<file path="config.mk">
export PLATFORM = sky130hd
export DESIGN_NAME = memtrace_req_issuer
export DESIGN_NICKNAME = d
export VERILOG_FILES = /design/src/rtl/memtrace_pkg.sv /design/src/rtl/memtrace_lane_fifo.sv /design/src/rtl/memtrace_req_issuer.sv
export SDC_FILE = /design/constraint.sdc
export NUM_CORES = 2
export LEC_CHECK = 0
export BUFFER_PORTS_ARGS = -buffer_cell sky130_fd_sc_hd__buf_2
export CORE_ASPECT_RATIO = 0.75
export CORE_MARGIN = 2
export CORE_UTILIZATION = 30
export CTS_CLUSTER_DIAMETER = 60
export DETAILED_ROUTE_END_ITERATION = 12
export PLACE_DENSITY = 0.58
export SETUP_SLACK_MARGIN = 0.3
export SYNTH_ARGS = -nofsm -noshare
export SYNTH_HDL_FRONTEND = slang
export SYNTH_SLANG_ARGS = --single-unit
</file>
<file path="constraint.sdc">
create_clock -name clock -period 6.65 [get_ports clock]
set_input_delay 0.9975 -clock clock [delete_from_list [all_inputs] [get_ports clock]]
set_output_delay 0.9975 -clock clock [all_outputs]
set_load 0.02 [all_outputs]
</file>
<file path="src/rtl/memtrace_pkg.sv">
// memtrace_pkg: widths and entry format shared by the memory-trace source and its consumers
package memtrace_pkg;
    localparam int DATA_WIDTH    = 64;
    localparam int LOGSIZE_WIDTH = 32;
    typedef struct packed {
        logic [DATA_WIDTH-1:0]    address;
        logic                     is_store;
        logic [LOGSIZE_WIDTH-1:0] size;
        logic [DATA_WIDTH-1:0]    data;
    } memtrace_entry_t;
endpackage

</file>
<file path="src/rtl/memtrace_lane_fifo.sv">
// memtrace_lane_fifo: per-lane trace entry FIFO with occupancy outputs
module memtrace_lane_fifo
    import memtrace_pkg::*;
#(
    parameter int  DEPTH   = 4,
    parameter type entry_t = memtrace_entry_t,
    localparam int AW      = $clog2(DEPTH),
    localparam int CW      = $clog2(DEPTH + 1)
) (
    input  logic          clock,
    input  logic          reset,
    input  logic          push,
    input  logic          pop,
    input  entry_t        din,
    output entry_t        dout,
    output logic [CW-1:0] count,
    output logic          full,
    output logic          empty
);
    entry_t        mem [DEPTH];
    logic [AW-1:0] rd_ptr, wr_ptr;
    logic          do_push, do_pop;
    assign full    = count == CW'(DEPTH);
    assign empty   = count == '0;
    assign do_push = push && !full;
    assign do_pop  = pop && !empty;
    assign dout    = mem[rd_ptr];
    always_ff @(posedge clock or negedge reset) begin
        if (!reset) begin
            rd_ptr <= '0;
            wr_ptr <= '0;
            count  <= '0;
        end else begin
            if (do_push) wr_ptr <= wr_ptr + 1'b1;
            if (do_pop) rd_ptr <= rd_ptr + 1'b1;
            count <= count + CW'(do_push) - CW'(do_pop);
        end
    end
    // Storage needs no reset: the reader only looks at dout while the FIFO is non-empty.
    always_ff @(posedge clock) begin
        if (do_push) mem[wr_ptr] <= din;
    end
endmodule

</file>
<file path="src/rtl/memtrace_req_issuer.sv">
// memtrace_req_issuer: turns per-lane trace entries into tagged memory requests,
// tracking outstanding tags per lane and flagging completion and protocol errors.
module memtrace_req_issuer #(
    parameter int  NUM_LANES     = 4,
    parameter int  DATA_WIDTH    = memtrace_pkg::DATA_WIDTH,
    parameter int  LOGSIZE_WIDTH = memtrace_pkg::LOGSIZE_WIDTH,
    parameter int  FIFO_DEPTH    = 4,
    parameter int  MAX_INFLIGHT  = 8,
    localparam int SRC_W         = $clog2(MAX_INFLIGHT)
) (
    input  logic                               clock,
    input  logic                               reset,
    input  logic [NUM_LANES-1:0]               trace_valid,
    input  logic [DATA_WIDTH*NUM_LANES-1:0]    trace_address,
    input  logic [NUM_LANES-1:0]               trace_is_store,
    input  logic [LOGSIZE_WIDTH*NUM_LANES-1:0] trace_size,
    input  logic [DATA_WIDTH*NUM_LANES-1:0]    trace_data,
    input  logic                               trace_finished,
    output logic                               trace_ready,
    output logic [NUM_LANES-1:0]               req_valid,
    input  logic [NUM_LANES-1:0]               req_ready,
    output logic [DATA_WIDTH*NUM_LANES-1:0]    req_address,
    output logic [NUM_LANES-1:0]               req_is_store,
    output logic [LOGSIZE_WIDTH*NUM_LANES-1:0] req_size,
    output logic [DATA_WIDTH*NUM_LANES-1:0]    req_data,
    output logic [SRC_W*NUM_LANES-1:0]         req_source,
    input  logic [NUM_LANES-1:0]               resp_valid,
    input  logic [SRC_W*NUM_LANES-1:0]         resp_source,
    output logic                               done,
    output logic                               err
);
    typedef struct packed {
        logic [DATA_WIDTH-1:0]    address;
        logic                     is_store;
        logic [LOGSIZE_WIDTH-1:0] size;
        logic [DATA_WIDTH-1:0]    data;
    } entry_t;
    localparam int CW = $clog2(FIFO_DEPTH + 1);
    logic [NUM_LANES-1:0] full, empty, resp_bad, drained;
    logic                 finished_seen;
    // A single ready serves all lanes, so any full lane stalls the whole trace.
    assign trace_ready = ~|full;
    for (genvar g = 0; g < NUM_LANES; g++) begin : g_lane
        entry_t                  din, dout;
        logic [CW-1:0]           count;
        logic [MAX_INFLIGHT-1:0] free_mask, issue_oh, resp_oh;
        logic [SRC_W-1:0]        src, rsrc;
        logic                    fire;
        assign din  = {trace_address[g*DATA_WIDTH +: DATA_WIDTH], trace_is_store[g],
                       trace_size[g*LOGSIZE_WIDTH +: LOGSIZE_WIDTH], trace_data[g*DATA_WIDTH +: DATA_WIDTH]};
        assign rsrc = resp_source[g*SRC_W +: SRC_W];
        always_comb begin
            src = '0;
            for (int i = MAX_INFLIGHT - 1; i >= 0; i--)
                if (free_mask[i]) src = SRC_W'(i);
        end
        assign req_valid[g]  = !empty[g] && |free_mask;
        assign fire          = req_valid[g] && req_ready[g];
        assign issue_oh      = fire ? MAX_INFLIGHT'(1) << src : '0;
        assign resp_bad[g]   = resp_valid[g] && free_mask[rsrc];
        assign resp_oh       = resp_valid[g] && !free_mask[rsrc] ? MAX_INFLIGHT'(1) << rsrc : '0;
        assign drained[g]    = count == '0 && &free_mask;
        // Issue picks from the pre-update mask; a freed tag becomes visible next cycle.
        always_ff @(posedge clock or negedge reset) begin
            if (!reset) free_mask <= '1;
            else free_mask <= (free_mask & ~issue_oh) | resp_oh;
        end
        memtrace_lane_fifo #(.DEPTH(FIFO_DEPTH), .entry_t(entry_t)) u_fifo (
            .clock (clock),
            .reset (reset),
            .push  (trace_ready && trace_valid[g]),
            .pop   (fire),
            .din   (din),
            .dout  (dout),
            .count (count),
            .full  (full[g]),
            .empty (empty[g])
        );
        assign req_source[g*SRC_W +: SRC_W]                 = src;
        assign req_address[g*DATA_WIDTH +: DATA_WIDTH]      = req_valid[g] ? dout.address : '0;
        assign req_is_store[g]                              = req_valid[g] && dout.is_store;
        assign req_size[g*LOGSIZE_WIDTH +: LOGSIZE_WIDTH]   = req_valid[g] ? dout.size : '0;
        assign req_data[g*DATA_WIDTH +: DATA_WIDTH]         = req_valid[g] ? dout.data : '0;
    end
    always_ff @(posedge clock or negedge reset) begin
        if (!reset) begin
            finished_seen <= 1'b0;
            done          <= 1'b0;
            err           <= 1'b0;
        end else begin
            finished_seen <= finished_seen | trace_finished;
            done          <= done | (finished_seen & &drained);
            err           <= err | |resp_bad;
        end
    end
endmodule
</file>
=== Word-level counts from Yosys, hierarchy flattened ===
Memories as Yosys holds them, arrays and structs flattened.
Cells that the tools add are included.

* Bits in registers: 63
* Bits in writable memories: 2576
* Bits of input ports: 671
* Output and inout bits: 663
* Word-level logic and storage cells: 203
* Memories: 4

{| class="wikitable"
|+ Memories
! memory !! words !! bits a word !! rd ports !! clocked after Yosys merged registers in !! write ports !! line !! source
|-
| g_lane[0].u_fifo.mem || 4 || 161 || 1 || 0 || 1 || memtrace_lane_fifo.sv:20 || <nowiki>entry_t mem [DEPTH];</nowiki>
|-
| g_lane[1].u_fifo.mem || 4 || 161 || 1 || 0 || 1 || memtrace_lane_fifo.sv:20 ||
|-
| g_lane[2].u_fifo.mem || 4 || 161 || 1 || 0 || 1 || memtrace_lane_fifo.sv:20 ||
|-
| g_lane[3].u_fifo.mem || 4 || 161 || 1 || 0 || 1 || memtrace_lane_fifo.sv:20 ||
|}

* $add $sub $neg: 16
* Order comparisons: 4
* Equal/unequal tests: 4
* Shifts and indexed selects: 8
* Mux-type cells: 68
* Bitwise gates (word level): 16
* Reduce and logical (&&, ||, !) cells: 64

{| class="wikitable"
|+ Operators with widths
! operator !! number
|-
| $mux 64 || 8
|-
| $mux 32 || 4
|-
| $mux 3 || 32
|-
| $mux 8 || 8
|-
| $shl 1x3->8 const A || 8
|-
| $logic_and 1x1->1 || 36
|-
| $and 8x8->8 || 4
|-
| $not 8->8 || 4
|-
| $or 8x8->8 || 4
|-
| $reduce_and 8->1 || 4
|-
| $reduce_or 8->1 || 4
|-
| $add 2x1->2 const B || 8
|-
| $lt 3x4->1 const B || 4
|-
| $logic_not 1->1 || 13
|-
| $add 3x1->3 || 4
|-
| $bmux 1 s3 || 4
|-
| $eq 3x3->1 const B || 4
|-
| $logic_not 3->1 || 4
|-
| $mux 1 || 12
|-
| $sub 3x1->3 || 4
|-
| $reduce_or 4->1 || 2
|-
| $reduce_and 4->1 || 1
|-
| $or 1x1->1 || 3
|-
| $and 1x1->1 || 1
|}

=== Depth between registers and ports, before layout ===
* Depth after elaboration: 13
* Mapped depth: 11
* Mapped depth without buffers: 10

=== Cells and area by module ===
Synthesis repeated with hierarchy kept, for this count alone.

* Cells, all modules: 4505
* Area total of the unflattened synthesis: 101260.9 um^2

{| class="wikitable"
|+ Modules (own cells, without submodules)
! module !! times used !! cells each !! area an instance (um^2) !! sequential area each (um^2)
|-
| memtrace_lane_fifo at g_lane[1].u_fifo ... || 3 || 882 || 23657.7 || 19513.7
|-
| memtrace_lane_fifo at g_lane[0].u_fifo || 1 || 883 || 23661.4 || 19513.7
|-
| memtrace_req_issuer || 1 || 976 || 6626.4 || 915.9
|}

=== Worst setup path after synthesis ===
Ideal clock, no wire load.

* Path type: flip-flop to flip-flop
* Start point: reg g_lane[2].u_fifo.count[1]
* End point: mem g_lane[1].u_fifo.mem[0][0] in the netlist's numbering (enable)
* Library setup time: 0.542 ns
* Data arrival time: 5.044 ns
* Required time: 6.108 ns
* Setup slack: 1.064 ns
* Cell stages (with the launch flop): 7
* Buffers on the path: 2
* Period minus slack after synthesis: 5.586 ns
* Cell sequence: dfrtp_1 inv_2 a32o_1 a221oi_2 buf_4 buf_2 and3_1

* Longest elaborated chain between the ends: 7

{| class="wikitable"
|+ Ends and longest elaborated chain
! element !! line !! source
|-
| start, declared || memtrace_lane_fifo.sv:16 || <nowiki>output logic [CW-1:0] count,</nowiki>
|-
| start signal, assigned || memtrace_lane_fifo.sv:36 || <nowiki>count <= count + CW'(do_push) - CW'(do_pop);</nowiki>
|-
| $eq 3x3->1 || memtrace_lane_fifo.sv:23 || <nowiki>assign full = count == CW'(DEPTH);</nowiki>
|-
| $reduce_or 4->1 || memtrace_req_issuer.sv:42 || <nowiki>assign trace_ready = ~|full;</nowiki>
|-
| $logic_not 1->1 || memtrace_req_issuer.sv:42 ||
|-
| via trace_ready || memtrace_req_issuer.sv:19 || <nowiki>output logic trace_ready,</nowiki>
|-
| $logic_and 1x1->1 || memtrace_req_issuer.sv:71 || <nowiki>.push (trace_ready && trace_valid[g]),</nowiki>
|-
| $logic_and 1x1->1 || memtrace_lane_fifo.sv:25 || <nowiki>assign do_push = push && !full;</nowiki>
|-
| $mux 1 || memtrace_lane_fifo.sv:41 || <nowiki>if (do_push) mem[wr_ptr] <= din;</nowiki>
|-
| $mux 1 (implied by the code) || memtrace_lane_fifo.sv:41 ||
|-
| end, declared || memtrace_lane_fifo.sv:20 ||
|}

The timed path passes the listed nets, and every way through them passes these cells.

=== Worst setup path after layout ===
* Start point: reg g_lane[2].u_fifo.rd_ptr[0]
* End point: out req_data[174]

* Longest elaborated chain between the ends: 2

{| class="wikitable"
|+ Ends and longest elaborated chain
! element !! line !! source
|-
| start, declared || memtrace_lane_fifo.sv:21 || <nowiki>logic [AW-1:0] rd_ptr, wr_ptr;</nowiki>
|-
| start signal, assigned || memtrace_lane_fifo.sv:35 || <nowiki>if (do_pop) rd_ptr <= rd_ptr + 1'b1;</nowiki>
|-
| $mem_v2 4x161 || - ||
|-
| $mux 64 || memtrace_req_issuer.sv:83 || <nowiki>assign req_data[g*DATA_WIDTH +: DATA_WIDTH] = req_valid[g] ? dout.data : '0;</nowiki>
|-
| end, declared || memtrace_req_issuer.sv:25 || <nowiki>output logic [DATA_WIDTH*NUM_LANES-1:0] req_data,</nowiki>
|}

No other way between the ends.

==> metrics <==
post-layout min period 4.62 ns; Max Freq 0.217 GHz; Final Max Tran Viols 0; H-tree levels 5; Clk Latency, worst-skew pair 0.84 ns; Hold Path Class in -> async; Starting Density 30.1%; Routed Wire Length 272,000 µm; Synth area leader edfxtp_1; global route overflow 0; measured slew at the worst slew-check pin 1.10 ns; CORE AREA 335,000 µm²; Synth top area share 76.7%; register area share after synthesis 78.3%; Final HPWL DP 177,000 µm; Ports 1,334; clock sinks 2,639; Die X 674 µm; Clock Skews 0.0591 ns; syn avg cell area 22.5 µm²; Longest Clk Path Bufs 4; Final Hold Violating Endpoints 0; most frequent cell after synthesis edfxtp_1; CTS resizes 0; ys async rst share 2.39%; Worst-path clk slew 0.06 ns; die area 341,000 µm²; Post-synth top cells 2,576 x edfxtp_1, 649 x and2_1, 647 x mux4_2; # DRC 0; # setup viols final 0; peak supply drop 0.388 mV; Mapped Area 101,000 µm²; Initial DRC Count 4,106; WL/cell 25.3 µm; largest net degree at the start of global routing 138; Worst Setup End Kind output port; RSZ-0062 raised after global routing false; Unique masters post-synth 59; Synth Warn # 0; Total GRT Usage 15.3%; share of cells above drive strength 1 40.8%; DR vias/cell 4.73; cts hold-fix bufs 0; setup ws final 2.03 ns; row cnt 184; PD cells 507 nW/µm²; Slew headroom 26.4%; vias in the first global route 51,900; Post-Synthesis Cells 4,481; Final Wtd Congestion 0.810; Yosys reg bits 2,639; MaxCap Viol Count 0; Worst setup SP type register; nets@finish 6,638; post-CTS setup buffers 0; global-route wire length before repair 380,000 µm; Root Driver clkbuf_16; WP data arrival 3.62 ns; Worst Path Required 5.65 ns; via count 50,700; hold slack 0.288 ns; Crit Path Category reg -> out; leak pwr 41.0 nW; Chip Height 506 µm; Final period util 69.4%; port bufs 1,333; initial antenna violation count 191; Synth area leaders edfxtp_1 77%, mux4_2 14%, and2_1 4.0%, dfstp_2 0.83%, dfrtp_1 0.77%; post-route setup TNS 0 ns; Syn Nets 5,180; CP max FO 41; Main synth FF type edfxtp_1; dpl ws 2.72 ns; drt pass-1 iters 7; CTS Buf Count 286; Post-synth EDFFs 2,576; Area Growth Syn to Fin 21.0%; outcome completed; TritonCTS clock tree built; Final ANT Viol Nets 0
-- cell type report --
class | count | area, µm²
Clock inverter | 148 | 1240
Tap cell | 4464 | 5590
Clock buffer | 353 | 7520
Timing Repair Buffer | 1394 | 7470
Inverter | 38 | 143
Antenna cell | 100 | 250
Multi-Input combinational cell | 1580 | 20800
Fill cell | 31000 | 213000
Sequential cell | 2639 | 79000
-- registers in the layout, indices dropped and copies added (netlist names) --
| register | flops |
|---|---|
| g_lane.u_fifo.count | 12 |
| g_lane.u_fifo.mem | 2576 |
| g_lane.u_fifo.wr_ptr | 8 |
| g_lane.free_mask | 32 |
| err | 1 |
| g_lane.u_fifo.rd_ptr | 8 |
| finished_seen | 1 |
| done | 1 |
-- per-layer routing --
| metal | global-route usage (%) | wire, µm | up-vias |
|---|---|---|---|
| met5 | 0 | 445 | - |
| met4 | 5.90 | 11200 | 72 |
| met3 | 3.57 | 17900 | 630 |
| met2 | 26.6 | 139000 | 1844 |
| met1 | 18.4 | 104000 | 26800 |
| li1 | - | - | 21400 |
-- cells in the final DEF (no fill, tap or decap), types with 7 or more instances in the layout --
cell and count:
o22ai_1 7, nand2b_1 10, nor2_1 27, clkinv_1 51
edfxtp_1 2576, nor3_1 7, clkinv_2 43, clkbuf_1 61
inv_1 37, buf_4 35, clkbuf_16 291, mux2i_1 12
nand2_1 23, bufinv_16 11, clkinvlp_4 9, nand3b_1 7
dfstp_2 32, buf_12 27, mux4_2 647, diode_2 100
xnor2_1 15, dfrtp_1 23, and3_4 16, inv_8 10
ha_1 24, and2_1 649, dfrtp_4 8, inv_6 11
nand4_1 8, buf_2 1332, nand3_1 8, o21ai_0 37
-- logic make-up (layout without fill, tap and decap cells) --
family                     Yosys count  count (layout)  share of synthesized area, %
and+or+nand+nor                    784             784                          4.76
DFF                               2639            2639                          78.3
buffers and inverters              262            1933                          1.20
other                                0             100                             0
muxes                              665             665                          14.6
xor gates and xnor gates            20              20                         0.174
adders and majority gates           28              28                         0.377
AOI/OAI and AO/OA                   83              83                         0.563
-- report_power, final --
group,switching (mW),total (mW),internal (mW)
Sequential,1.23,23.3,22.1
Combinational,14.7,23.6,8.91
Clock,6.47,15.0,8.54
-- per-stage QoR --
step | instance area (µm²) | cells | util [%] | total power [mW]
global route | 122000 | 10700 | 36.4 | 64.7
floorplan | 101000 | 4481 | - | 38.9
finish | 122000 | 10700 | 36.5 | 61.9
detailed placement | 113000 | 10100 | 33.8 | 47.9
global placement | 113000 | 10100 | 33.8 | 47.7
CTS | 122000 | 10600 | 36.4 | 63.1
-- final timing paths --
path,from,endpoint,slack (ns),depth (start not counted)
setup / recovery,g_lane[2].u_fifo.rd_ptr[0]$_DFFE_PN0P_,req_data[174],2.03,4
hold / removal,reset,g_lane[3].u_fifo.rd_ptr[0]$_DFFE_PN0P_,0.29,1
setup reg to reg,g_lane[2].u_fifo.count[1]$_DFF_PN0_,g_lane[2].u_fifo.mem[0][9]$_DFFE_PP_,3.16,6
hold reg to reg,err$_DFF_PN0_,err$_DFF_PN0_,0.47,1
max in group asynchronous,reset,g_lane[1].u_fifo.rd_ptr[0]$_DFFE_PN0P_,5.45,1
min in group clock,trace_size[22],g_lane[0].u_fifo.mem[2][86]$_DFFE_PP_,0.34,1
-- critical path, cell delays in order (launching register included) --
cell	delay, ns
dfrtp_4	1.08
buf_4	0.69
mux4_2	0.62
and2_1	0.18
buf_2	0.16
Note: power is estimated with default switching activity, not from simulation.
